===== src/rtl/game_state_fsm_if.sv =====
// game_state_fsm_if: groups the game-state FSM's frame, key and status signals.
//   master : frame/key/collision source; it observes state, state_changed and frame_count
//   slave  : game_state_fsm
// Signals:
//   frame_tick    one-clock pulse per video frame
//   keycode       NUM_KEYS packed keycode slots, slot i = [i*KEY_W +: KEY_W], 0 = empty
//   player_dead   level, the player fell off screen
//   state         current state, zero-extended (TITLE=0 PLAY=1 PAUSE=2 OVER=3)
//   state_changed one-clock pulse in the first cycle state shows a new value
//   frame_count   frames elapsed in PLAY during the current run
interface game_state_fsm_if #(
  parameter int NUM_KEYS = 2,
  parameter int KEY_W    = 8,
  parameter int STATE_W  = 8
);
  logic                      frame_tick;
  logic [NUM_KEYS*KEY_W-1:0] keycode;
  logic                      player_dead;
  logic [STATE_W-1:0]        state;
  logic                      state_changed;
  logic [15:0]               frame_count;

  modport master (output frame_tick, keycode, player_dead,
                  input  state, state_changed, frame_count);
  modport slave  (input  frame_tick, keycode, player_dead,
                  output state, state_changed, frame_count);
endinterface


===== src/rtl/game_state_fsm.sv =====
// game_state_fsm: TITLE / PLAY / PAUSE / OVER game flow controller.
// Ports:
//   clk  system clock, all state changes on its rising edge
//   rst  asynchronous active-high reset
//   bus  game_state_fsm_if.slave (frame_tick, keycode, player_dead in;
//        state, state_changed, frame_count out)
// Build option: define GAME_STATE_PAUSE_EN to build the PAUSE state and
// PAUSE_KEY handling; without it PAUSE_KEY is ignored and state never reads 2.
// Key presses are edge-detected per key, so a held key yields one event;
// presence registers clear on reset, so a key held across release counts as
// a fresh press.
module game_state_fsm #(
  parameter int NUM_KEYS  = 2,
  parameter int KEY_W     = 8,
  parameter int STATE_W   = 8,
  parameter int START_KEY = 40,
  parameter int ESC_KEY   = 41,
  parameter int PAUSE_KEY = 19,
  parameter int OVER_HOLD = 120
) (
  input logic               clk,
  input logic               rst,
  game_state_fsm_if.slave   bus
);
  localparam int HW = (OVER_HOLD > 1) ? $clog2(OVER_HOLD) : 1;
  localparam logic [HW-1:0] HOLD_LAST = HW'(OVER_HOLD - 1);

`ifdef GAME_STATE_PAUSE_EN
  typedef enum logic [1:0] {TITLE = 2'd0, PLAY = 2'd1, PAUSE = 2'd2, OVER = 2'd3} state_t;
`else
  typedef enum logic [1:0] {TITLE = 2'd0, PLAY = 2'd1, OVER = 2'd3} state_t;
`endif

  state_t          state_q, state_d;
  logic            changed_q;
  logic [15:0]     fc_q;
  logic [HW-1:0]   hold_q;

  // per-slot key matches; an empty slot (0) never matches
  logic [NUM_KEYS-1:0] hit_start, hit_esc;
  logic start_now, esc_now, start_prev, esc_prev, start_ev, esc_ev;
`ifdef GAME_STATE_PAUSE_EN
  logic [NUM_KEYS-1:0] hit_pause;
  logic pause_now, pause_prev, pause_ev;
`endif

  for (genvar i = 0; i < NUM_KEYS; i++) begin : g_slot
    logic [KEY_W-1:0] k;
    assign k            = bus.keycode[i*KEY_W +: KEY_W];
    assign hit_start[i] = (k != '0) && (k == KEY_W'(START_KEY));
    assign hit_esc[i]   = (k != '0) && (k == KEY_W'(ESC_KEY));
`ifdef GAME_STATE_PAUSE_EN
    assign hit_pause[i] = (k != '0) && (k == KEY_W'(PAUSE_KEY));
`endif
  end

  assign start_now = |hit_start;
  assign esc_now   = |hit_esc;
  assign start_ev  = start_now & ~start_prev;
  assign esc_ev    = esc_now & ~esc_prev;
`ifdef GAME_STATE_PAUSE_EN
  assign pause_now = |hit_pause;
  assign pause_ev  = pause_now & ~pause_prev;
`endif

  // Priority ESC > dead > START > PAUSE, applied only among the events a
  // state reacts to (e.g. dead is not applicable in OVER or PAUSE).
  always_comb begin
    state_d = state_q;
    case (state_q)
      TITLE: if (start_ev) state_d = PLAY;
      PLAY: begin
        if (esc_ev)               state_d = TITLE;
        else if (bus.player_dead) state_d = OVER;
`ifdef GAME_STATE_PAUSE_EN
        else if (pause_ev)        state_d = PAUSE;
`endif
      end
`ifdef GAME_STATE_PAUSE_EN
      PAUSE: begin
        if (esc_ev)                    state_d = TITLE;
        else if (start_ev || pause_ev) state_d = PLAY;
      end
`endif
      OVER: begin
        if (esc_ev)                                  state_d = TITLE;
        else if (start_ev)                           state_d = PLAY;
        else if (bus.frame_tick && hold_q == HOLD_LAST) state_d = TITLE;
      end
      default: state_d = TITLE;
    endcase
  end

  always_ff @(posedge clk or posedge rst) begin
    if (rst) begin
      state_q    <= TITLE;
      changed_q  <= 1'b0;
      fc_q       <= '0;
      hold_q     <= '0;
      start_prev <= 1'b0;
      esc_prev   <= 1'b0;
`ifdef GAME_STATE_PAUSE_EN
      pause_prev <= 1'b0;
`endif
    end else begin
      state_q    <= state_d;
      changed_q  <= (state_d != state_q);
      start_prev <= start_now;
      esc_prev   <= esc_now;
`ifdef GAME_STATE_PAUSE_EN
      pause_prev <= pause_now;
`endif
      // hold counter only runs while staying in OVER; any entry sees it at 0
      if (state_q == OVER && state_d == OVER) begin
        if (bus.frame_tick) hold_q <= hold_q + 1'b1;
      end else begin
        hold_q <= '0;
      end
      // a fresh run (from TITLE/OVER) or TITLE entry clears; resuming from
      // PAUSE keeps the count; ticks count on the registered PLAY state
      if (state_d == TITLE)
        fc_q <= '0;
      else if (state_d == PLAY && (state_q == TITLE || state_q == OVER))
        fc_q <= '0;
      else if (state_q == PLAY && bus.frame_tick && fc_q != 16'hFFFF)
        fc_q <= fc_q + 16'd1;
    end
  end

  assign bus.state         = STATE_W'(state_q);
  assign bus.state_changed = changed_q;
  assign bus.frame_count   = fc_q;
endmodule


===== src/flat_wrapper.sv =====
// flat-port wrapper written by rule: the top's interface ports become plain ports
module game_state_fsm_flat 
#(
  parameter int NUM_KEYS  = 2,
  parameter int KEY_W     = 8,
  parameter int STATE_W   = 8,
  parameter int START_KEY = 40,
  parameter int ESC_KEY   = 41,
  parameter int PAUSE_KEY = 19,
  parameter int OVER_HOLD = 120
)
  (clk, rst, bus_frame_tick, bus_keycode, bus_player_dead, bus_state, bus_state_changed, bus_frame_count);
  game_state_fsm_if #(.NUM_KEYS(NUM_KEYS), .KEY_W(KEY_W), .STATE_W(STATE_W)) bus_i ();
  input logic clk;
  input logic rst;
  input wire logic [$bits(bus_i.frame_tick)-1:0] bus_frame_tick;
  input wire logic [$bits(bus_i.keycode)-1:0] bus_keycode;
  input wire logic [$bits(bus_i.player_dead)-1:0] bus_player_dead;
  output wire logic [$bits(bus_i.state)-1:0] bus_state;
  output wire logic [$bits(bus_i.state_changed)-1:0] bus_state_changed;
  output wire logic [$bits(bus_i.frame_count)-1:0] bus_frame_count;
  assign bus_i.frame_tick = bus_frame_tick;
  assign bus_i.keycode = bus_keycode;
  assign bus_i.player_dead = bus_player_dead;
  assign bus_state = bus_i.state;
  assign bus_state_changed = bus_i.state_changed;
  assign bus_frame_count = bus_i.frame_count;
  game_state_fsm #(.NUM_KEYS(NUM_KEYS), .KEY_W(KEY_W), .STATE_W(STATE_W), .START_KEY(START_KEY), .ESC_KEY(ESC_KEY), .PAUSE_KEY(PAUSE_KEY), .OVER_HOLD(OVER_HOLD)) u_core (.clk(clk), .rst(rst), .bus(bus_i));
endmodule

===== config.mk =====
export PLATFORM = sky130hd
export DESIGN_NAME = game_state_fsm_flat
export DESIGN_NICKNAME = d
export VERILOG_FILES = /design/src/rtl/game_state_fsm_if.sv /design/src/rtl/game_state_fsm.sv /design/src/flat_wrapper.sv
export SDC_FILE = /design/constraint.sdc
export NUM_CORES = 1
export LEC_CHECK = 0
export ABC_CLOCK_PERIOD_IN_PS = 3380
export BUFFER_PORTS_ARGS = -buffer_cell sky130_fd_sc_hd__buf_4
export CAP_MARGIN = 10
export CELL_PAD_IN_SITES_DETAIL_PLACEMENT = 1
export CELL_PAD_IN_SITES_GLOBAL_PLACEMENT = 1
export CORE_MARGIN = 2
export CORE_UTILIZATION = 30
export CTS_BUF_LIST = sky130_fd_sc_hd__clkbuf_8
export DETAILED_ROUTE_END_ITERATION = 8
export PLACE_DENSITY = 0.67
export SLEW_MARGIN = 20
export SYNTH_ARGS = -nofsm -noshare
export SYNTH_HDL_FRONTEND = slang
export SYNTH_SLANG_ARGS = --single-unit

===== constraint.sdc =====
create_clock -name clk -period 3.38 [get_ports clk]
set_input_delay 0.338 -clock clk [delete_from_list [all_inputs] [get_ports clk]]
set_output_delay 0.338 -clock clk [all_outputs]
set_load 0.01 [all_outputs]

==> results.sh <==
export IMPL_grt_ovfl_total=0
export IMPL_routed_wl_mm=3.852
export IMPL_rows=27
export IMPL_maxSlewHeadroom=0.6277
export IMPL_synth_cell_types=43
export IMPL_nets=245
export IMPL_cts_sinks=28
export IMPL_cts_tree="yes"
export IMPL_gp_congestion=0.7517
export IMPL_netlist_area_leader_share=0.4064
export IMPL_synth_flop_cell="dfrtp_1"
export IMPL_crit_path_end_kind="register"
export IMPL_seq_area_frac_synth=0.4064
export IMPL_drive_gt1_frac=0.3028
export IMPL_grtUsageTotal=0.1320
export IMPL_p_leak_uw=0.0008883
export IMPL_grt_pass1_wl_mm=6.651
export IMPL_post_cts_buffers=0
export IMPL_floorplan_initialDensity=0.3112
export IMPL_syn_instance_count=177
export IMPL_hpwl_mm=3.019
export IMPL_reg2reg_to="u_core.hold_q[0]$_DFFE_PP0P_"
export IMPL_synth_area_leaders="dfrtp_1 (41%), xnor2_1 (7.1%), nor2_1 (4.6%)"
export IMPL_synth_avg_cell_area_sq_um=9.741
export IMPL_rsz0062_at_grt="no"
export IMPL_critPathLaunchType="register"
export IMPL_pre_cts_slack_ps=630.2
export IMPL_synth_enable_flop_cells=0
export IMPL_drtIter0Drc=16
export IMPL_arrival_ps=2600
export IMPL_vias=1390
export IMPL_antenna_cells=0
export IMPL_area_growth_pct=23.44
export IMPL_synthArstFlopShare=1.000
export IMPL_viasPerCell=4.793
export IMPL_hold_viol_final=0
export IMPL_yosysWarnings=0
export IMPL_fin_tns_setup_ps=0
export IMPL_hold_path_class="in -> async"
export IMPL_required_ps=3530
export IMPL_ant_nets=0
export IMPL_antenna_found_initial=0
export IMPL_portBuffers=38
export IMPL_die_h_microns=79.81
export IMPL_cts_clk_slew_worst_paths_ps=90
export IMPL_cts_max_level=1
export IMPL_die_w_microns=79.81
export IMPL_max_freq_mhz=407.9
export IMPL_cts_buffer_depth=2
export IMPL_worst_slew_pin_slew_ps=557.9
export IMPL_reg2regPathDepth=8
export IMPL_core_sq_um=5540
export IMPL_numCtsBuffers=3
export IMPL_die_area_sq_um=6370
export IMPL_fin_ws_ps=928.3
export IMPL_cts_hold_buf=0
export IMPL_clock_latency_ps=280
export IMPL_avgRoutedWirePerCell_microns=13.28
export IMPL_setup_worst_path_class="reg -> reg"
export IMPL_synth_most_common_cell="dfrtp_1"
export IMPL_crit_fanout=8
export IMPL_firstDrtPassIters=2
export IMPL_ys_seq_elements=28
export IMPL_postCtsResizedCells=0
export IMPL_fin_crit_sh=0.7254
export IMPL_synth_top_area_cell="dfrtp_1"
export IMPL_outcome="finished, final reports clean"
export IMPL_top_level_ports=45
export IMPL_synth_area_sq_um=1724
export IMPL_power_density_nw_per_um2=420.6
export IMPL_setup_violations_final=0
export IMPL_drc=0
export IMPL_root_buffer="clkbuf_8"
export IMPL_netlist_top_cells_count="dfrtp_1 (28), nor2_1 (21), xnor2_1 (14)"
export IMPL_rr_startpoint="u_core.state_q[1]$_DFF_PP0_"
export IMPL_grt_pass1_vias=1480
export IMPL_drv_cap=0
export IMPL_critPathLaunch="u_core.state_q[1]$_DFF_PP0_"
export IMPL_rrSetupSlack_ps=930
export IMPL_finalCriticalPeriod_ps=2452
export IMPL_vdd_drop_max_uv=193.5
export IMPL_final_max_slew_violation_count=0
export IMPL_fillers=669
export IMPL_skew_ps=4.334
export IMPL_grt_max_degree=17
-- how the worst max path moves through the flow --
stage / slack, ps / end / cells after the start
finish: 930 / u_core.hold_q[0]$_DFFE_PP0P_ / 8
global route: 660 / u_core.hold_q[0]$_DFFE_PP0P_ / 8
CTS: 880 / u_core.hold_q[0]$_DFFE_PP0P_ / 8
detailed placement: 630 / u_core.bus.frame_count[11]$_DFFE_PP0P_ / 8
global placement: 660 / u_core.bus.frame_count[1]$_DFFE_PP0P_ / 8
floorplan: 830 / u_core.bus.frame_count[9]$_DFFE_PP0P_ / 7
-- cells in the final DEF, fill, tap and decap left out, types with 4 or more instances in the layout --
cell type	Yosys	final
a21oi_1	5	5
buf_4	6	40
clkbuf_8	0	4
conb_1	1	6
dfrtp_1	28	28
ha_1	6	6
inv_1	8	8
nand2_1	11	11
nand2b_1	4	4
nand3_1	4	4
nand4_1	7	7
nor2_1	21	21
nor2_2	10	10
nor3_1	5	5
xnor2_1	14	14
xor2_1	7	7
-- through the flow --
stage | hold WS, ps | cell area [sq um] | cells | utilization | total power [uW]
floorplan | 403.4 | 1743 | 182 | - | 603.1
global placement | 401.0 | 2073 | 286 | 0.3742 | 695.1
detailed placement | 400.5 | 2073 | 286 | 0.3742 | 693.0
CTS | 86.83 | 2128 | 290 | 0.3841 | 907.8
global route | 107.1 | 2128 | 290 | 0.3841 | 957.2
finish | 73.21 | 2128 | 290 | 0.3841 | 895.2
-- power by group --
group          total (uW)  switching [uW]  internal (uW)
Clock                 209             105            105
Sequential            372            22.1            350
Combinational         314             192            122
-- final cells by class --
| type | instances | area [sq um] | share of cell area |
|---|---|---|---|
| Inverter | 8 | 30.03 | 0.01411 |
| Timing Repair Buffer | 40 | 300.3 | 0.1411 |
| Tap cell | 72 | 90.09 | 0.04233 |
| Clock buffer | 4 | 55.05 | 0.02587 |
| Multi-Input combinational cell | 138 | 952.2 | 0.4474 |
| Sequential cell | 28 | 700.7 | 0.3292 |
-- sequential cells by signal, indices dropped and copies added, names as in the netlist --
name / cells
u_core.bus.state_changed: 1
u_core.hold_q: 7
u_core.bus.frame_count: 16
u_core.state_q: 2
u_core.esc_prev: 1
u_core.start_prev: 1
-- logic make-up after synthesis --
family                   share of synthesized area
AND/OR/NAND/NOR                             0.2605
flip-flops                                  0.4064
AO/OA/AOI/OAI                               0.1227
XOR/XNOR                                    0.1067
buffers and inverters                      0.05225
adder cells (fa/ha/maj)                    0.04354
other                                     0.002175
multiplexers                              0.005806
-- worst max-delay path, cell delays in order, from the launching register on --
cell	delay [ps]
dfrtp_1	470
inv_1	140
ha_1	310
nand4bb_1	220
o22ai_1	260
or2_2	220
a21oi_1	80
o2111ai_1	490
nor2_1	130
-- per-layer routing --
layer	global-route usage	wire (microns)	part of all wire
met1	0.1550	1690	0.44
met2	0.2403	1925	0.50
met3	0.01923	177	0.046
met4	0.05085	59	0.015
met5	0	0	0
(Power assumes the default switching activity.)
